**config.mk**
```make
export PLATFORM = sky130hd
export DESIGN_NAME = arith_range_update
export DESIGN_NICKNAME = d
export VERILOG_FILES = /design/src/rtl/arith_range_update_pkg.sv /design/src/rtl/arith_range_update_range_lzc.sv /design/src/rtl/lut_uv_modules.sv /design/src/rtl/arith_range_update.sv
export SDC_FILE = /design/constraint.sdc
export NUM_CORES = 1
export LEC_CHECK = 0
export CELL_PAD_IN_SITES_DETAIL_PLACEMENT = 0
export CELL_PAD_IN_SITES_GLOBAL_PLACEMENT = 1
export CORE_ASPECT_RATIO = 0.8
export CORE_MARGIN = 1
export CORE_UTILIZATION = 51
export CTS_BUF_LIST = sky130_fd_sc_hd__clkbuf_8 sky130_fd_sc_hd__clkbuf_16
export DETAILED_ROUTE_END_ITERATION = 7
export GPL_TIMING_DRIVEN = 0
export PLACE_DENSITY_LB_ADDON = 0.25
export SYNTH_ARGS = -nofsm -noshare
export SYNTH_HDL_FRONTEND = slang
export SYNTH_SLANG_ARGS = --single-unit
```
**constraint.sdc**
```tcl
create_clock -name clk -period 14.31 [get_ports clk]
set_input_delay 2.862 -clock clk [delete_from_list [all_inputs] [get_ports clk]]
set_output_delay 2.862 -clock clk [all_outputs]
set_load 0.02 [all_outputs]
```
**src/rtl/arith_range_update_pkg.sv**
```systemverilog
`default_nettype none
// ============================================================================
//  Module   : arith_range_update_pkg
//  Brief    : Shared constants and FSM encoding for the range-update stage.
//  Revision : 1.0
// ============================================================================
package arith_range_update_pkg;

    localparam int EC_MIN_PROB = 4;
    localparam int RNG_INIT    = 32768;
    localparam int PROB_SHIFT  = 6;

    localparam int STATE_W = 2;
    localparam logic [STATE_W-1:0] ST_IDLE  = 2'd0;
    localparam logic [STATE_W-1:0] ST_RUN   = 2'd1;
    localparam logic [STATE_W-1:0] ST_FLUSH = 2'd2;

endpackage
`default_nettype wire

```
**src/rtl/arith_range_update_range_lzc.sv**
```systemverilog
`default_nettype none
// ============================================================================
//  Module   : range_lzc
//  Brief    : Combinational leading-zero count giving the normalization shift.
//  Revision : 1.0
// ============================================================================
module range_lzc #(
    parameter int WIDTH = 16,
    parameter int CNT_W = 4
) (
    input  logic [WIDTH-1:0] i_value,
    output logic [CNT_W-1:0] o_count
);
    // Ascending scan: the highest set bit is the last one to write the count.
    always_comb begin
        o_count = CNT_W'(WIDTH - 1);
        for (int i = 0; i < WIDTH; i++) begin
            if (i_value[i]) begin
                o_count = CNT_W'(WIDTH - 1 - i);
            end
        end
    end
endmodule
`default_nettype wire

```
**src/rtl/lut_uv_modules.sv**
```systemverilog
`default_nettype none
// ============================================================================
//  Module   : lut_u_module / lut_v_module
//  Brief    : EC_MIN_PROB correction LUTs addressed by {N, s}.
//  Revision : 1.0
// ============================================================================
module lut_u_module #(
    parameter int DATA_W = 16
) (
    input  logic [7:0]        i_addr,
    output logic [DATA_W-1:0] o_data
);
    logic [3:0] w_n;
    logic [3:0] w_s;
    logic [4:0] w_cnt;

    assign w_n    = i_addr[7:4];
    assign w_s    = i_addr[3:0];
    assign w_cnt  = {1'b0, w_n} - {1'b0, w_s} + 5'd1;
    // Addresses with s > N are not real symbols and read as zero.
    assign o_data = (w_s <= w_n) ? DATA_W'({w_cnt, 2'b00}) : '0;
endmodule

module lut_v_module #(
    parameter int DATA_W = 16
) (
    input  logic [7:0]        i_addr,
    output logic [DATA_W-1:0] o_data
);
    logic [3:0] w_n;
    logic [3:0] w_s;
    logic [4:0] w_cnt;

    assign w_n    = i_addr[7:4];
    assign w_s    = i_addr[3:0];
    assign w_cnt  = {1'b0, w_n} - {1'b0, w_s};
    assign o_data = (w_s <= w_n) ? DATA_W'({w_cnt, 2'b00}) : '0;
endmodule
`default_nettype wire

```
**src/rtl/arith_range_update.sv**
```systemverilog
`default_nettype none
// ============================================================================
//  Module   : arith_range_update
//  Brief    : Range update and renormalization for the AV1 entropy encoder.
//  Revision : 1.0
// ============================================================================
module arith_range_update
    import arith_range_update_pkg::*;
#(
    parameter int RANGE_WIDTH = 16,
    parameter int D_WIDTH     = 4
) (
    input  logic                   clk,
    input  logic                   reset,
    input  logic                   in_valid,
    output logic                   in_ready,
    input  logic                   bool_flag,
    input  logic [RANGE_WIDTH-1:0] fl,
    input  logic [RANGE_WIDTH-1:0] fh,
    input  logic [3:0]             symbol,
    input  logic [3:0]             nsyms_m1,
    input  logic                   flush,
    output logic                   out_valid,
    input  logic                   out_ready,
    output logic [RANGE_WIDTH-1:0] low_add,
    output logic [D_WIDTH-1:0]     shift,
    output logic [RANGE_WIDTH-1:0] range_out,
    output logic                   out_last
);
    localparam int c_q_w = RANGE_WIDTH - PROB_SHIFT;
    localparam int c_p_w = c_q_w + 8;

    logic [STATE_W-1:0]     r_state;
    logic [STATE_W-1:0]     w_state_nxt;
    logic [RANGE_WIDTH-1:0] r_rng;
    logic                   r_out_valid;
    logic                   r_out_last;
    logic [RANGE_WIDTH-1:0] r_low_add;
    logic [D_WIDTH-1:0]     r_shift;
    logic [RANGE_WIDTH-1:0] r_range;

    logic                   w_can_load;
    logic                   w_in_ready;
    logic                   w_accept;
    logic                   w_load_flush;
    logic                   w_flush_done;

    logic [7:0]             w_r8;
    logic [c_p_w-1:0]       w_prod_l;
    logic [c_p_w-1:0]       w_prod_h;
    logic [RANGE_WIDTH-1:0] w_u_min;
    logic [RANGE_WIDTH-1:0] w_v_min;
    logic [RANGE_WIDTH-1:0] w_u;
    logic [RANGE_WIDTH-1:0] w_v;
    logic [RANGE_WIDTH-1:0] w_low_add;
    logic [RANGE_WIDTH-1:0] w_rnew;
    logic [RANGE_WIDTH-1:0] w_rng_norm;
    logic [D_WIDTH-1:0]     w_d;

    lut_u_module #(.DATA_W(RANGE_WIDTH)) u_lut_u (
        .i_addr ({nsyms_m1, symbol}),
        .o_data (w_u_min)
    );

    lut_v_module #(.DATA_W(RANGE_WIDTH)) u_lut_v (
        .i_addr ({nsyms_m1, symbol}),
        .o_data (w_v_min)
    );

    // Products keep 18 bits so the halving happens before truncation to 16.
    assign w_r8     = r_rng[RANGE_WIDTH-1 -: 8];
    assign w_prod_l = {{(c_p_w - 8){1'b0}}, w_r8} * {8'd0, fl[RANGE_WIDTH-1:PROB_SHIFT]};
    assign w_prod_h = {{(c_p_w - 8){1'b0}}, w_r8} * {8'd0, fh[RANGE_WIDTH-1:PROB_SHIFT]};
    assign w_u      = w_prod_l[RANGE_WIDTH:1] + w_u_min;
    assign w_v      = w_prod_h[RANGE_WIDTH:1] + (bool_flag ? RANGE_WIDTH'(EC_MIN_PROB) : w_v_min);

    always_comb begin
        w_low_add = '0;
        w_rnew    = '0;
        if (bool_flag) begin
            if (symbol[0]) begin
                w_low_add = r_rng - w_v;
                w_rnew    = w_v;
            end else begin
                w_rnew    = r_rng - w_v;
            end
        end else if (fl[RANGE_WIDTH-1]) begin
            w_rnew    = r_rng - w_v;
        end else begin
            w_low_add = r_rng - w_u;
            w_rnew    = w_u - w_v;
        end
    end

    range_lzc #(.WIDTH(RANGE_WIDTH), .CNT_W(D_WIDTH)) u_lzc (
        .i_value (w_rnew),
        .o_count (w_d)
    );

    assign w_rng_norm = w_rnew << w_d;

    // State register
    always_ff @(posedge clk or negedge reset) begin
        if (!reset) begin
            r_state <= ST_IDLE;
        end else begin
            r_state <= w_state_nxt;
        end
    end

    // Next-state logic; a symbol on the same cycle masks flush
    always_comb begin
        w_state_nxt = r_state;
        case (r_state)
            ST_IDLE:  if (w_accept)              w_state_nxt = ST_RUN;
            ST_RUN:   if (!in_valid && flush)    w_state_nxt = ST_FLUSH;
            ST_FLUSH: if (w_flush_done)          w_state_nxt = ST_IDLE;
            default:                             w_state_nxt = ST_IDLE;
        endcase
    end

    // Output/handshake decode; the flush record loads once the output slot frees
    always_comb begin
        w_can_load   = !r_out_valid || out_ready;
        w_in_ready   = (r_state != ST_FLUSH) && w_can_load;
        w_accept     = in_valid && w_in_ready;
        w_load_flush = (r_state == ST_FLUSH) && w_can_load && !(r_out_valid && r_out_last);
        w_flush_done = (r_state == ST_FLUSH) && r_out_valid && r_out_last && out_ready;
    end

    always_ff @(posedge clk or negedge reset) begin
        if (!reset) begin
            r_rng <= RANGE_WIDTH'(RNG_INIT);
        end else if (w_accept) begin
            r_rng <= w_rng_norm;
        end else if (w_flush_done) begin
            r_rng <= RANGE_WIDTH'(RNG_INIT);
        end
    end

    always_ff @(posedge clk or negedge reset) begin
        if (!reset) begin
            r_out_valid <= 1'b0;
            r_out_last  <= 1'b0;
            r_low_add   <= '0;
            r_shift     <= '0;
            r_range     <= RANGE_WIDTH'(RNG_INIT);
        end else if (w_accept) begin
            r_out_valid <= 1'b1;
            r_out_last  <= 1'b0;
            r_low_add   <= w_low_add;
            r_shift     <= w_d;
            r_range     <= w_rng_norm;
        end else if (w_load_flush) begin
            r_out_valid <= 1'b1;
            r_out_last  <= 1'b1;
            r_low_add   <= '0;
            r_shift     <= '0;
            r_range     <= r_rng;
        end else if (out_ready) begin
            r_out_valid <= 1'b0;
            r_out_last  <= 1'b0;
        end
    end

    assign in_ready  = w_in_ready;
    assign out_valid = r_out_valid;
    assign out_last  = r_out_last;
    assign low_add   = r_low_add;
    assign shift     = r_shift;
    assign range_out = r_range;

endmodule
`default_nettype wire
```
Word-level counts from Yosys, hierarchy flattened. Index checks and enable logic that the tools add are counted.

Bits in registers: 56.

Add/sub/neg operators: 7. Equality and inequality tests: 6. Reductions and logical operators: 18. Multiplexer cells: 40. Shift operators: 1. $lt $le $gt $ge: 1. $mul: 2.

Operator list (number): $mux W16 (13); $sub A16 B16 Y16 (3); $mux W4 (10); $mul A8 B10 Y17 (2); $add A16 B16 Y16 (2); $shl A16 B4 Y16 (1); $mux W7 (2); $mux W3 (4); $mux W2 (5); $logic_and A1 B1 Y1 (9); $ne A2 B2 Y1 const B (4); $pmux W2 S3 (1); $add A5 B1 Y5 const B (1); $mux W1 (5); $sub A4 B4 Y5 (1); $le A4 B4 Y1 (1); $reduce_bool A2 Y1 (2); $logic_not A1 Y1 (3); $reduce_and A3 Y1 (1); $reduce_bool A3 Y1 (1); $eq A2 B1 Y1 const B (1); $eq A2 B2 Y1 const B (1); $logic_not A2 Y1 (1); $logic_or A1 B1 Y1 (1).

Depth between registers and ports, before layout. Gate-level depths: netlist of the first run.

Depth after elaboration: 24. Mapped depth: 36. Gate-level depth less buffers: 34.

Hierarchy. A second synthesis of the first run with hierarchy kept.

Cell total of the unflattened synthesis: 1579. Area, all modules: 12789.8 µm².

By module, submodules not included: arith_range_update (times used 1, area an instance 11975.2 µm², cells each 1468); lut_u_module (times used 1, area an instance 385.4 µm², cells each 46); lut_v_module (times used 1, area an instance 279.0 µm², cells each 39); range_lzc (times used 1, area an instance 150.1 µm², cells each 26).

Worst setup path before layout of the first run. Ideal clock, no wire load.

Path kind: input to register. Start: in fh[11]. End: reg r_range[10], in the netlist range_out[10]. Setup slack: 4160 ps. Buffers on the path: 1. Arrival: 10011 ps. Setup time: 138 ps. Cell stages on the path: 32. Path through: nand2_1 > fa_1 > fa_1 > inv_1 > fa_1 > inv_1 > fa_1 > inv_1 > ha_1 > a211oi_1 > a21oi_1 > ha_1 > o21a_1 > o31a_1 > o22ai_1 > nor4_2 > xor2_1 > inv_1 > ha_1 > inv_1 > a21oi_1 > o21a_1 > a2111oi_0 > nor3_1 > o211a_1 > a211oi_2 > a211oi_1 > buf_4 > nand2_1 > inv_1 > a222oi_1 > a21oi_1.

Cells in the longest elaborated chain, start to end: 19.

Ends and longest elaborated chain: start, declared (RTL line arith_range_update.sv:19) `input logic [RANGE_WIDTH-1:0] fh,`; $mul A8 B10 Y17 * (RTL line arith_range_update.sv:73) `assign w_prod_h = {{(c_p_w - 8){1'b0}}, w_r8} * {8'd0, fh[RANGE_WIDTH-1:PROB_SHIFT]};`; $add A16 B16 Y16 * (RTL line arith_range_update.sv:75) `assign w_v = w_prod_h[RANGE_WIDTH:1] + (bool_flag ? RANGE_WIDTH'(EC_MIN_PROB) : w_v_min);`; $sub A16 B16 Y16, on equally long branches (RTL line arith_range_update.sv:91, arith_range_update.sv:85, arith_range_update.sv:88); $mux W16, on equally long branches (RTL line arith_range_update.sv:87, arith_range_update.sv:81); $mux W16 * (RTL line arith_range_update.sv:80) `if (bool_flag) begin`; $mux W3 (4 in a row) (RTL line arith_range_update_range_lzc.sv:18) `if (i_value[i]) begin`; $mux W4 (8 in a row) (RTL line arith_range_update_range_lzc.sv:18); $shl A16 B4 Y16 * (RTL line arith_range_update.sv:100) `assign w_rng_norm = w_rnew << w_d;`; $mux W16 * (RTL line arith_range_update.sv:148) `end else if (w_accept) begin`; end signal, assigned (RTL line arith_range_update.sv:147) `r_range <= RANGE_WIDTH'(RNG_INIT);`; end signal, assigned (RTL line arith_range_update.sv:153) `r_range <= w_rng_norm;`; end signal, assigned (RTL line arith_range_update.sv:159) `r_range <= r_rng;`; end, declared (RTL line arith_range_update.sv:40) `logic [RANGE_WIDTH-1:0] r_range;`.

Every way passes the cells marked *; elsewhere a longest branch is shown, timed or not. A chain may end at the register's enable or synchronous reset.

Final worst setup path of the first run.
Start: in fh[11]. End: reg r_rng[5].

Cells in the longest elaborated chain, start to end: 19.

Ends and longest elaborated chain: $mul A8 B10 Y17 * (RTL line arith_range_update.sv:73); $add A16 B16 Y16 * (RTL line arith_range_update.sv:75); $sub A16 B16 Y16, on equally long branches (RTL line arith_range_update.sv:91, arith_range_update.sv:85, arith_range_update.sv:88); $mux W16, on equally long branches (RTL line arith_range_update.sv:87, arith_range_update.sv:81); $mux W16 * (RTL line arith_range_update.sv:80); $mux W3 (4 in a row) (RTL line arith_range_update_range_lzc.sv:18); $mux W4 (8 in a row) (RTL line arith_range_update_range_lzc.sv:18); $shl A16 B4 Y16 * (RTL line arith_range_update.sv:100); $mux W16 * (RTL line arith_range_update.sv:134) `end else if (w_accept) begin`; end signal, assigned (RTL line arith_range_update.sv:133) `r_rng <= RANGE_WIDTH'(RNG_INIT);`; end signal, assigned (RTL line arith_range_update.sv:135) `r_rng <= w_rng_norm;`; end signal, assigned (RTL line arith_range_update.sv:137) `r_rng <= RANGE_WIDTH'(RNG_INIT);`; end, declared (RTL line arith_range_update.sv:35) `logic [RANGE_WIDTH-1:0] r_rng;`.

Marked as above.

==> run summary, run 1 <==
The flow ran to the end, but the final reports show violations. The checks that failed: DRC. The core area was 0.02450 mm². The chip height works out to 143.8 µm.

For the total DRC errors in the routed layout, the log shows 3. The logs give 56 for the total clock sinks and 0 for the final count of hold timing violations. The total of flip-flops plus latches after synthesis is 56, and the arrival time at the worst endpoint is 12.68 ns. The portion of the post-synthesis area used by sequential elements is 0.1095. Highest-delay cell along the critical path: clkdlybuf4s50_1.

The tool flagged a number of max-cap violations equal to 0. Final routed wirelength across all metal layers: 41330 µm. The smallest clock period supported by the final layout is computed as 12.51 ns. Synthesis produced a netlist whose cell count is 1588. Derived from the worst setup path, the maximum achievable clock frequency is 79.93 MHz.

At the later pin of the worst-skew pair, clock insertion delay measures 0.32 ns. The horizontal die dimension was 179.3 µm. The count of buffers from port buffering is 72. The startpoint identified for the worst hold timing path is r_state[1]. The clock tree synthesis step divided the H-tree into 2 levels. The count of nets left with antenna violations once routing finished came out at 0.

The worst setup path is launched from an input pin. Overall via count from detail_route: 12240. STA classifies the critical path endpoint as a flip-flop. Leaving out fill and tap cells, the most frequent cells in the layout are inv_1, and2_1, nand2_1, ha_1, fa_1. The starting utilization of the core area was 0.5231; the slew at the pin with the worst max-slew slack was 1.210 ns. The clock-pin slew reported for the worst setup and hold paths after clock tree synthesis is 0.08 ns. The library cell used most frequently in the layout, excluding fill and tap cells, is inv_1.

fa_1 takes more of the synthesized area than any other cell. The number of antenna violations at the first check in global routing is 0. The launching point of the worst reg2reg path is r_rng[12]. Number of flops mapped to enable cells by yosys: 0. The growth of design area from synthesis to finish is 10.03%. In the synthesized netlist the dominant register cell turns out to be dfrtp_1.

Setup repair after global routing left no endpoint under its margin. The average size of a mapped cell was 8.072 µm²; the post-cts gate resize count was 0. The critical path is of the input pin to flip-flop type. The minimum setup slack among reg-to-reg paths is 3.33 ns. The first detailed-routing pass took 7 iterations.

The cell count of the worst reg-to-reg path was 35. Entering global routing, the biggest net connects 39 pins. The number of nets produced by synthesis was 1853. The number of global-route vias before repair is 11510. In the routed layout, each cell is associated on average with a via count of 6.159. The run gives 0 as the number of setup violations in the final report.

The fraction of final layout cells with drive strength greater than 1 came out at 0.05572. Sorting the synthesized cells by area gives the leading types as fa_1, ha_1, dfrtp_1, and2_1, inv_1. In this run the worst path has a maximum fanout of 10. The path type of the worst min-delay path is flip-flop to flip-flop. The tools report the endpoint with the worst hold slack as r_state[0]. For the required time at the worst-slack endpoint, the log shows 14.48 ns. The synthesized netlist occupies a cell area of 0.01282 mm². Proportion of synthesized flip-flops having asynchronous set or reset: 1.000. The global-route wire length before repair is 64520 µm, and the final global-route overflow total is 0.

Counting along the longest clock path gives a buffer depth of 2. The logs give 51 for the site row count and 5 for the total CTS buffers. The die area was 0.02578 mm². In the final design database the tool counted 1933 nets.

The tools report the normalized max-slew margin as 0.1906. Aggregate global-route resource usage: 0.3291. The top-area cell type share of the netlist area is 0.1562, and the ratio of final minimum period to clock period is 0.8743.

Summed over all failing endpoints, the final setup total negative slack is 0 ns. Final setup skew: 0.01407 ns. The endpoint of the worst register-to-register path is r_rng[5].

CTS placed an instance of clkbuf_16 at the clock tree root. Count of hold-fix buffers inserted at cts: 0. For the number of setup buffers added after CTS, the log shows 0. The number of instances on the worst hold path came out at 1. At the end of routability-driven placement, the weighted congestion stood at 0.9748. The tools report the final antenna diode count as 0. Detail-routed net length per standard cell: 20.80 µm. The logs give 0 for the count of final max-slew check failures and 103 for the distinct cell type count after synthesis. TritonCTS built the clock tree. The run gives 34360 µm as the half-perimeter wire length of the detailed placement result.

On the worst path, the slowest cell contributes a delay of 0.68 ns. The count of routing violations after the opening detailed-route iteration came out at 1122. During synthesis, Yosys emitted a total of 0 warnings. For the count of pins on the block boundary, the log shows 85.
layer usage:
layer  wire, µm  track usage  share of wire
met2      17090       0.4791           0.41
met3       3811      0.06005          0.092
met4        425      0.03892          0.010
met5          0            0              0
met1      20010       0.5106           0.48
synth_stat cells (all sizes together), types with 5 or more instances:
master and count:
a2111oi 6, and2 127, o21ai 100, nand4 8
o22ai 17, o21a 18, maj3 11, o31a 6
o31ai 5, nand2 122, xor2 22, nand2b 12
a21oi 83, or2 8, nand3b 5, a22oi 10
fa 100, o211ai 19, nand3 41, a22o 11
a21boi 8, o2111ai 5, dfrtp 54, buf 26
and3 11, or3 11, nor3 30, nor4 12
nor2 92, nor2b 10, a211o 13, a31o 5
mux2i 14, inv 190, ha 119, a21o 27
o211a 5, clkbuf 37, a221oi 5, a211oi 30
xnor2 56, a31oi 25, o221ai 7
sequential cells by signal, summed over array words and instances, names as in the netlist:
signal and count:
out_last 1, out_valid 1, r_state 2, r_rng 16, low_add 16, shift 4, range_out 16
worst max-delay path, delay by kind of cell:
family                     cells  cell delay [ns]
adders and majority gates      7             3.22
AOI/OAI and AO/OA             11             2.92
buffers and inverters          7             1.56
and+or+nand+nor                6             1.05
xor gates and xnor gates       2             0.87
muxes                          1             0.18
logic make-up (layout without fill, tap and decap cells):
family | Yosys count | after routing | synth area share
flops | 56 | 56 | 0.1095
simple gates | 507 | 507 | 0.2085
mux | 18 | 18 | 0.01474
xor+xnor | 81 | 81 | 0.06100
buf+inv | 257 | 338 | 0.08463
compound gates | 439 | 439 | 0.2404
fa+ha+maj | 230 | 230 | 0.2812
worst max-delay path by stage:
stage	cells past startpoint	slack, ns	end	start
finish	34	1.80	r_rng[5]	fh[11]
global route	33	1.29	range_out[5]	fh[11]
CTS	34	2.06	range_out[12]	fh[11]
detailed placement	34	1.77	range_out[12]	fh[11]
global placement	34	1.75	range_out[12]	fh[11]
floorplan	32	4.16	range_out[10]	fh[11]
per-stage QoR:
| step | instances | setup slack, ns | instance area [µm²] | utilization | hold slack, ns |
|---|---|---|---|---|---|
| final | 1987 | 1.798 | 14100 | 0.5756 | 0.4455 |
| after global routing | 1987 | 1.288 | 14100 | 0.5756 | 0.4658 |
| after CTS | 1987 | 2.062 | 14100 | 0.5756 | 0.4468 |
| after detailed placement | 1979 | 1.768 | 13950 | 0.5694 | 0.4384 |
| after global placement | 1978 | 1.746 | 13940 | 0.5688 | 0.4350 |
| after floorplan | 1588 | 4.160 | 12820 | - | 0.4082 |
layout make-up:
cell class / instances / area, µm²
plain buffers: 65 / 364.1
clock buffers: 5 / 125.1
clock inverters: 3 / 27.53
fillers: 2312 / 10400
inverters: 192 / 720.7
multi-input cells: 1275 / 10330
flip-flops and latches: 56 / 1404
well taps: 318 / 397.9
repair buffers: 73 / 735.7
Power of run 1 is not shown: default switching activity piles up to over one toggle a cycle in this logic, so the estimate is an artifact.
==> run 2: changes to the inputs <==
Settings changed: RECOVER_POWER from default to 100.
==> run 2 against run 1 <==
Compared with the run above:
- the flow finishes with violations (DRC, capacitance limit, slew limit)
- cell count did not move
- routed wire length rose by 0.25%
- clock skew fell by 0.0015 ns
==> run summary, run 2 (synthesis gave the netlist of run 1 again) <==
The run finished, with violations left. Failing checks: DRC, capacitance limit, slew limit (was DRC). The run gives 34360 µm (unchanged) as the half-perimeter wire length of the detailed placement result. The global placement routability congestion was 0.9748 (unchanged); the global-route wire length before repair was 64520 µm (unchanged). Number of detailed-route iterations in the first pass: 7 (unchanged). The routed via count divided by cell count is 6.181 (was 6.159), and the final antenna diode count is 0 (unchanged). The arrival time at the worst endpoint is 13.31 ns (was 12.68 ns), and the count of pins on the block boundary is 85 (unchanged). The run gives 76.10 MHz (was 79.93 MHz) as the upper clock frequency limit. The max-cap check violation count is 1 (was 0). The count of antenna-violating nets left after detailed routing is 0 (unchanged). The critical path startpoint was fh[11] (unchanged). Highest-delay cell along the critical path: dlygate4sd3_1 (was clkdlybuf4s50_1). The slew at the pin with the worst max-slew slack works out to 2.085 ns (was 1.210 ns). The final count of hold timing violations came out at 0 (unchanged). The count of hold-fix buffers inserted at cts was 0 (unchanged); the maximum clock insertion buffer count was 2 (unchanged). The kind of critical path was input pin to flip-flop (unchanged). The tools report the aggregate global-route resource usage as 0.3291 (unchanged). The run gives 1933 (unchanged) as the number of nets in the layout. The run gives 0 (unchanged) as the final global-route overflow total.

The site row count came out at 51 (unchanged). The launching point of the worst reg2reg path is r_rng[15] (was r_rng[12]). The later-pin clock latency in the skew report is 0.32 ns (about the same), and the count of buffers from port buffering is 72 (unchanged).

For the final routed wirelength across all metal layers, the log shows 41440 µm (was 41330 µm). The run gives 0.01031 mm² (was 0.01033 mm²) as the multi-input logic area. The tools report the number of setup violations in the final report as 0 (unchanged).

Setup repair after global routing left no endpoint under its margin. The final setup skew is 0.01252 ns (was 0.01407 ns). The horizontal die dimension was 179.3 µm (unchanged); the fraction of final layout cells with drive strength greater than 1 was 0.05033 (was 0.05572).

The number of antenna violations at the first check in global routing is 0 (unchanged), and the number of fill cells in the layout is 2322 (was 2312). The run gives 14.48 ns (about the same) as the required time at the worst-slack endpoint. The chip height is 143.8 µm (unchanged). Worst hold path startpoint: r_state[1] (unchanged). The core area came out at 0.02450 mm² (unchanged). For the total DRC errors in the routed layout, the log shows 3 (unchanged). For the total area of sequential cells, the log shows 0.001404 mm² (unchanged). The growth of design area from synthesis to finish is 9.624% (was 10.03%), and the count of final max-slew check failures is 39 (was 0). The tools report the kind of end point of the critical path as a flip-flop (unchanged). The normalized max-slew margin is -0.3900 (was 0.1906).

The path type of the worst min-delay path was flip-flop to flip-flop (unchanged). The total instance count after detailed placement was 1979 (unchanged); the post-layout instance count excluding filler cells was 1987 (unchanged). The number of setup buffers added after CTS came out at 0 (unchanged). The launching element type of the critical path is an input pin (unchanged). The tools report the setup TNS as 0 ns (unchanged). The post-cts gate resize count is 0 (unchanged). The starting utilization of the core area is 0.5231 (unchanged), and the peak fanout along the critical path is 10 (unchanged). Die area: 0.02578 mm² (unchanged). The ratio of final minimum period to clock period works out to 0.9183 (was 0.8743).

Most common cell after layout, fill and taps aside: inv_1 (unchanged). The tools report the depth of the CTS H-tree as 2 (unchanged). The detail-routed net length per standard cell came out at 20.85 µm (was 20.80 µm). The worst stage delay on the critical path was 0.75 ns (was 0.68 ns); the total CTS buffers was 5 (unchanged).

The logs give 12280 (was 12240) for the overall via count from detail_route and 39 (unchanged) for the maximum number of pins on one net before global-route repair. TritonCTS built the clock tree. The count of routing violations after the opening detailed-route iteration is 1239 (was 1122), and the clock-pin slew reported for the worst setup and hold paths after clock tree synthesis is 0.08 ns (about the same). The tools report the number of global-route vias before repair as 11510 (unchanged).

Top library cells by usage in the layout, fill and taps aside: inv_1, and2_1, nand2_1, ha_1, fa_1 (unchanged). The final critical-path required period is 13.14 ns (was 12.51 ns), and the total clock sinks is 56 (unchanged). The tools report the root buffer cell as clkbuf_16 (unchanged).
==> run 2: stage by stage <==
stage	setup slack [ns]	utilization	hold WS (ns)	instance area (µm²)
detailed placement	1.768	0.5694	0.4384	13950
floorplan	4.160	-	0.4082	12820
global route	0.6462	0.5735	0.4658	14050
finish	1.170	0.5735	0.4430	14050
CTS	2.062	0.5756	0.4468	14100
global placement	1.746	0.5688	0.4350	13940
==> run 2: layer usage <==
| metal | GRT usage | part of all wire | vias to the layer above |
|---|---|---|---|
| met1 | 0.5106 | 0.49 | 6055 |
| met3 | 0.06005 | 0.088 | 38 |
| met4 | 0.03892 | 0.012 | 0 |
| met2 | 0.4791 | 0.41 | 455 |
| li1 | - | - | 5733 |
| met5 | 0 | 0 | - |
==> run 2: layout make-up <==
| type | count | area share |
|---|---|---|
| multi-input cells | 1275 | 0.7335 |
| flip-flops and latches | 56 | 0.09990 |
| inverters | 192 | 0.05129 |
| repair buffers | 73 | 0.05111 |
| well taps | 318 | 0.02831 |
| plain buffers | 65 | 0.02502 |
| clock buffers | 5 | 0.008904 |
| clock inverters | 3 | 0.001959 |
==> run 2: worst paths after layout <==
kind | endpoint | slack, ns | cells past startpoint
setup reg to reg | r_rng[5] | 2.76 | 34
max in group asynchronous | r_rng[5] | 9.03 | 2
setup / recovery | r_rng[5] | 1.17 | 33
hold / removal | r_state[0] | 0.44 | 1
hold reg to reg | r_state[0] | 0.44 | 1
min in group asynchronous | low_add[13] | 2.75 | 1
==> run 2: worst max-delay path, delay by kind of cell <==
kind,cells,cell delay (ns)
compound gates,11,3.55
fa+ha+maj,7,3.22
buf+inv,6,1.38
simple gates,6,1.29
xor+xnor,1,0.61
mux,2,0.38
Power of run 2 is left out for the same reason.
==> RTL edit 1, RTL diff (flow settings as in run 1) <==
Make the reset (`reset`) synchronous in 3 clocked blocks.
--- a/src/rtl/arith_range_update.sv
+++ b/src/rtl/arith_range_update.sv
@@ -101,5 +101,5 @@
 
     // State register
-    always_ff @(posedge clk or negedge reset) begin
+    always_ff @(posedge clk) begin
         if (!reset) begin
             r_state <= ST_IDLE;
@@ -129,5 +129,5 @@
     end
 
-    always_ff @(posedge clk or negedge reset) begin
+    always_ff @(posedge clk) begin
         if (!reset) begin
             r_rng <= RANGE_WIDTH'(RNG_INIT);
@@ -139,5 +139,5 @@
     end
 
-    always_ff @(posedge clk or negedge reset) begin
+    always_ff @(posedge clk) begin
         if (!reset) begin
             r_out_valid <= 1'b0;
Behaviour: not the same (Yosys sat finds a counterexample within 4 cycles, from zero or initial values and one cycle with reset low; the reset may be asserted at any time).
==> RTL edit 1 against run 1 <==
First-iteration DRC count fell by 34%; area after synthesis is 7.4% lower; utilization up 0.39 points; sequential cell count is the same; routed wire length shrank 17%; design area decreased by 7.0%; setup slack gained 340 ps.
Power is not shown: default switching activity piles up to over one toggle a cycle in this logic, so the estimate is an artifact.
==> RTL edit 1: results (changes against run 1) <==
Critical path
  – Crit path launch: fl[12]
  – Crit Reg-Reg Startpoint: r_rng[15]
  – FF-to-FF End: range_out[15]
  – FF-to-FF setup slack: 3500 ps (+170 ps)
  – Critical-path top delay cell: nor3b_1

Finish
  – Nets: 1820 (-5.8%)
  – Fill count: 2161 (-6.5%)

Synthesis
  – Synth Area in XOR/XNOR: 6.295% (+0.19 points)
  – Main area contributors after synthesis: fa_1 (17%), ha_1 (13%), dfxtp_1 (9.4%), and2_1 (7.4%), inv_1 (5.9%)
  – Mapped Nets: 1742 (-6.0%)
  – FFs w/ async S/R, synth: 0% (-100 points)

Timing
  – Max Clock Skew: 5.858 ps (-8.211 ps)
  – Worst hold slack: 478.1 ps (+32.62 ps)
  – Worst setup margin: 2136 ps (+337.4 ps)

Global routing
  – Routing usage on met1: 43.46% (-7.6 points)
  – Met3 Track Usage GR: 6.023% (+0.018 points)
  – GR peak layer: met2
  – First-pass GRT wire length: 55.69 mm (-14%)

Placed design
  – Cell area after placement: 12960 um^2 (-7.1%)
  – IO buf count: 71 (-1.4%)

Run status
  – Status: finished, final reports clean

Detailed routing
  – WL final: 34.47 mm (-17%)
  – Wire length on met3: 2.705 mm (-29%)
  – Vias/cell: 5.818 (-5.5%)
  – DR iter-0 viols: 744 (-34%)
  – First-pass detailed-route iteration total: 5 (-2)

CTS
  – Clock Latency Late Sink: 300 ps (-20 ps)

Worst hold path
  – Hold path cells: 2 (+1)
==> RTL edit 1: area by class of cell <==
| class | instances | area (um^2) | share of cell area, % |
|---|---|---|---|
| Multi-Input combinational cell | 1175 | 9834 | 75.01 |
| Inverter | 187 | 701.9 | 5.354 |
| Timing Repair Buffer | 71 | 710.7 | 5.420 |
| Clock inverter | 3 | 25.02 | 0.1909 |
| Tap cell | 306 | 382.9 | 2.920 |
| Buffer | 52 | 207.7 | 1.584 |
| Sequential cell | 56 | 1121 | 8.550 |
| Clock buffer | 5 | 125.1 | 0.9543 |
| Antenna cell | 1 | 2.502 | 0.01909 |
==> RTL edit 1: worst max-delay path, delay by kind of cell <==
family	cells	cell delay [ps]
compound gates	9	2370
xor+xnor	1	500
mux	2	670
buf+inv	3	650
fa+ha+maj	7	3120
simple gates	7	2150
==> RTL edit 2, RTL diff (config.mk and constraints of run 1) <==
Without the edit above. `STATE_W`: 2 -> 4.
--- a/src/rtl/arith_range_update_pkg.sv
+++ b/src/rtl/arith_range_update_pkg.sv
@@ -11,5 +11,5 @@
     localparam int PROB_SHIFT  = 6;
 
-    localparam int STATE_W = 2;
+    localparam int STATE_W = 4;
     localparam logic [STATE_W-1:0] ST_IDLE  = 2'd0;
     localparam logic [STATE_W-1:0] ST_RUN   = 2'd1;
Check against the original RTL: not settled (the Yosys comparison gave no result); the edit may change what the design does.
==> RTL edit 2 against run 1 <==
Hold slack better by 35 ps; critical path type unchanged; setup slack worse by 91 ps; count of clock-buffer cells in the layout unchanged; utilization about the same; sequential cell count unchanged; critical endpoint is now range_out[11]; design area down 4.3%; routed wire length down 8.7%; critical path depth down 2; area after synthesis down 4.7%; non-clock buffer count down 7; largest cell class unchanged.
Power is not shown: default switching activity piles up to over one toggle a cycle in this logic, so the estimate is an artifact.
==> RTL edit 2: results (changes against run 1) <==
Global routing
  – Initial antenna violation count: 1 (+1)
  – Met3 Track Usage GR: 8.062% (+2.1 points)
  – Total GRT Usage: 31.71% (-1.2 points)
  – Routing usage on met1: 47.22% (-3.8 points)
  – Met2 Use GR: 46.35% (-1.6 points)

Synthesis
  – Synth unique cells: 93 (-9.7%)
  – Main area contributors after synthesis: fa_1 (16%), ha_1 (12%), dfrtp_1 (11%), and2_1 (6.7%), inv_1 (5.8%)
  – Register area share after synthesis: 11.49% (+0.53 points)
  – Synth cell count leaders: inv_1 (189), nand2_1 (133), and2_1 (131)
  – Mean area per synthesized cell: 8.164 um^2 (+1.1%)

Run status
  – Status: finished, final reports clean

Placed design
  – Placed cell count: 1882 (-4.9%)
  – Cell area after placement: 13350 um^2 (-4.3%)
  – DP Wirelength: 31.24 mm (-9.1%)
  – Gpl congestion: 0.9873 (+1.3%)

Detailed routing
  – Met1 WL: 18.27 mm (-8.7%)
  – Vias/cell: 6.031 (-2.1%)
  – DR WL/cell: 19.95 um (-4.1%)
  – WL met2: 15.45 mm (-9.6%)
  – First-pass detailed-route iteration total: 5 (-2)

Finish
  – Layout cell share with drive strength beyond 1: 3.676% (-1.9 points)
  – Fill count: 2272 (-1.7%)

Timing
  – Max Clock Skew: 15.50 ps (+1.434 ps)

Critical path
  – Critical path arrival: 12790 ps (+110 ps)
  – Top cell family by delay on the critical path: compound AO/OA/AOI/OAI gates
[RTL edit 2: changes by cell type in the layout (fill, tap and decap cells not counted), sizes merged, moves of 14 or more]
| cell | change |
|---|---|
| clkbuf | +14 |
| nor2 | -22 |
| nand3 | -19 |
| o21ai | -24 |
| a21oi | -26 |
| buf | -19 |
| a31oi | -19 |
[RTL edit 2: stage by stage]
stage          utilization, %  setup WS (ps)  hold slack (ps)
4_1_cts                 57.54           1861            481.4
3_5_place_dp            56.90           1571            463.9
3_3_place_gp            56.83           1589            461.2
2_1_floorplan               -           3205            436.7
5_1_grt                 57.54           1202            504.8
6_report                57.55           1707            480.1
[RTL edit 2: cells by family (layout without fill, tap and decap cells)]
kind of cell               Yosys count  in the layout  share of synthesized area, %
and+or+nand+nor                    466            466                         19.62
AOI/OAI and AO/OA                  376            376                         22.23
buffers and inverters              247            328                         7.709
adders and majority gates          234            234                         29.81
xor gates and xnor gates            86             86                         6.378
DFF                                 56             56                         11.49
muxes                               32             32                         2.774
other                                0              1                             0
[RTL edit 2: worst paths after layout]
| kind | to | slack [ps] | cells past startpoint |
|---|---|---|---|
| max reg2reg | range_out[11] | 3080 | 34 |
| min in group asynchronous | out_valid | 2490 | 1 |
| max | range_out[11] | 1710 | 32 |
| min | r_state[0] | 480 | 1 |
| min reg2reg | r_state[0] | 480 | 1 |
| max in group asynchronous | r_rng[15] | 11190 | 2 |
[RTL edit 2: area by class of cell]
type                            instances  area, um^2  share of cell area, %
Inverter                              189       709.4                  5.254
Antenna cell                            1       2.502                0.01853
Timing Repair Buffer                   73       735.7                  5.449
Multi-Input combinational cell       1194        9876                  73.14
Tap cell                              312       390.4                  2.891
Clock buffer                            5       125.1                 0.9267
Sequential cell                        56        1404                  10.40
Clock inverter                          3       26.28                 0.1946
Buffer                                 58       232.7                  1.724
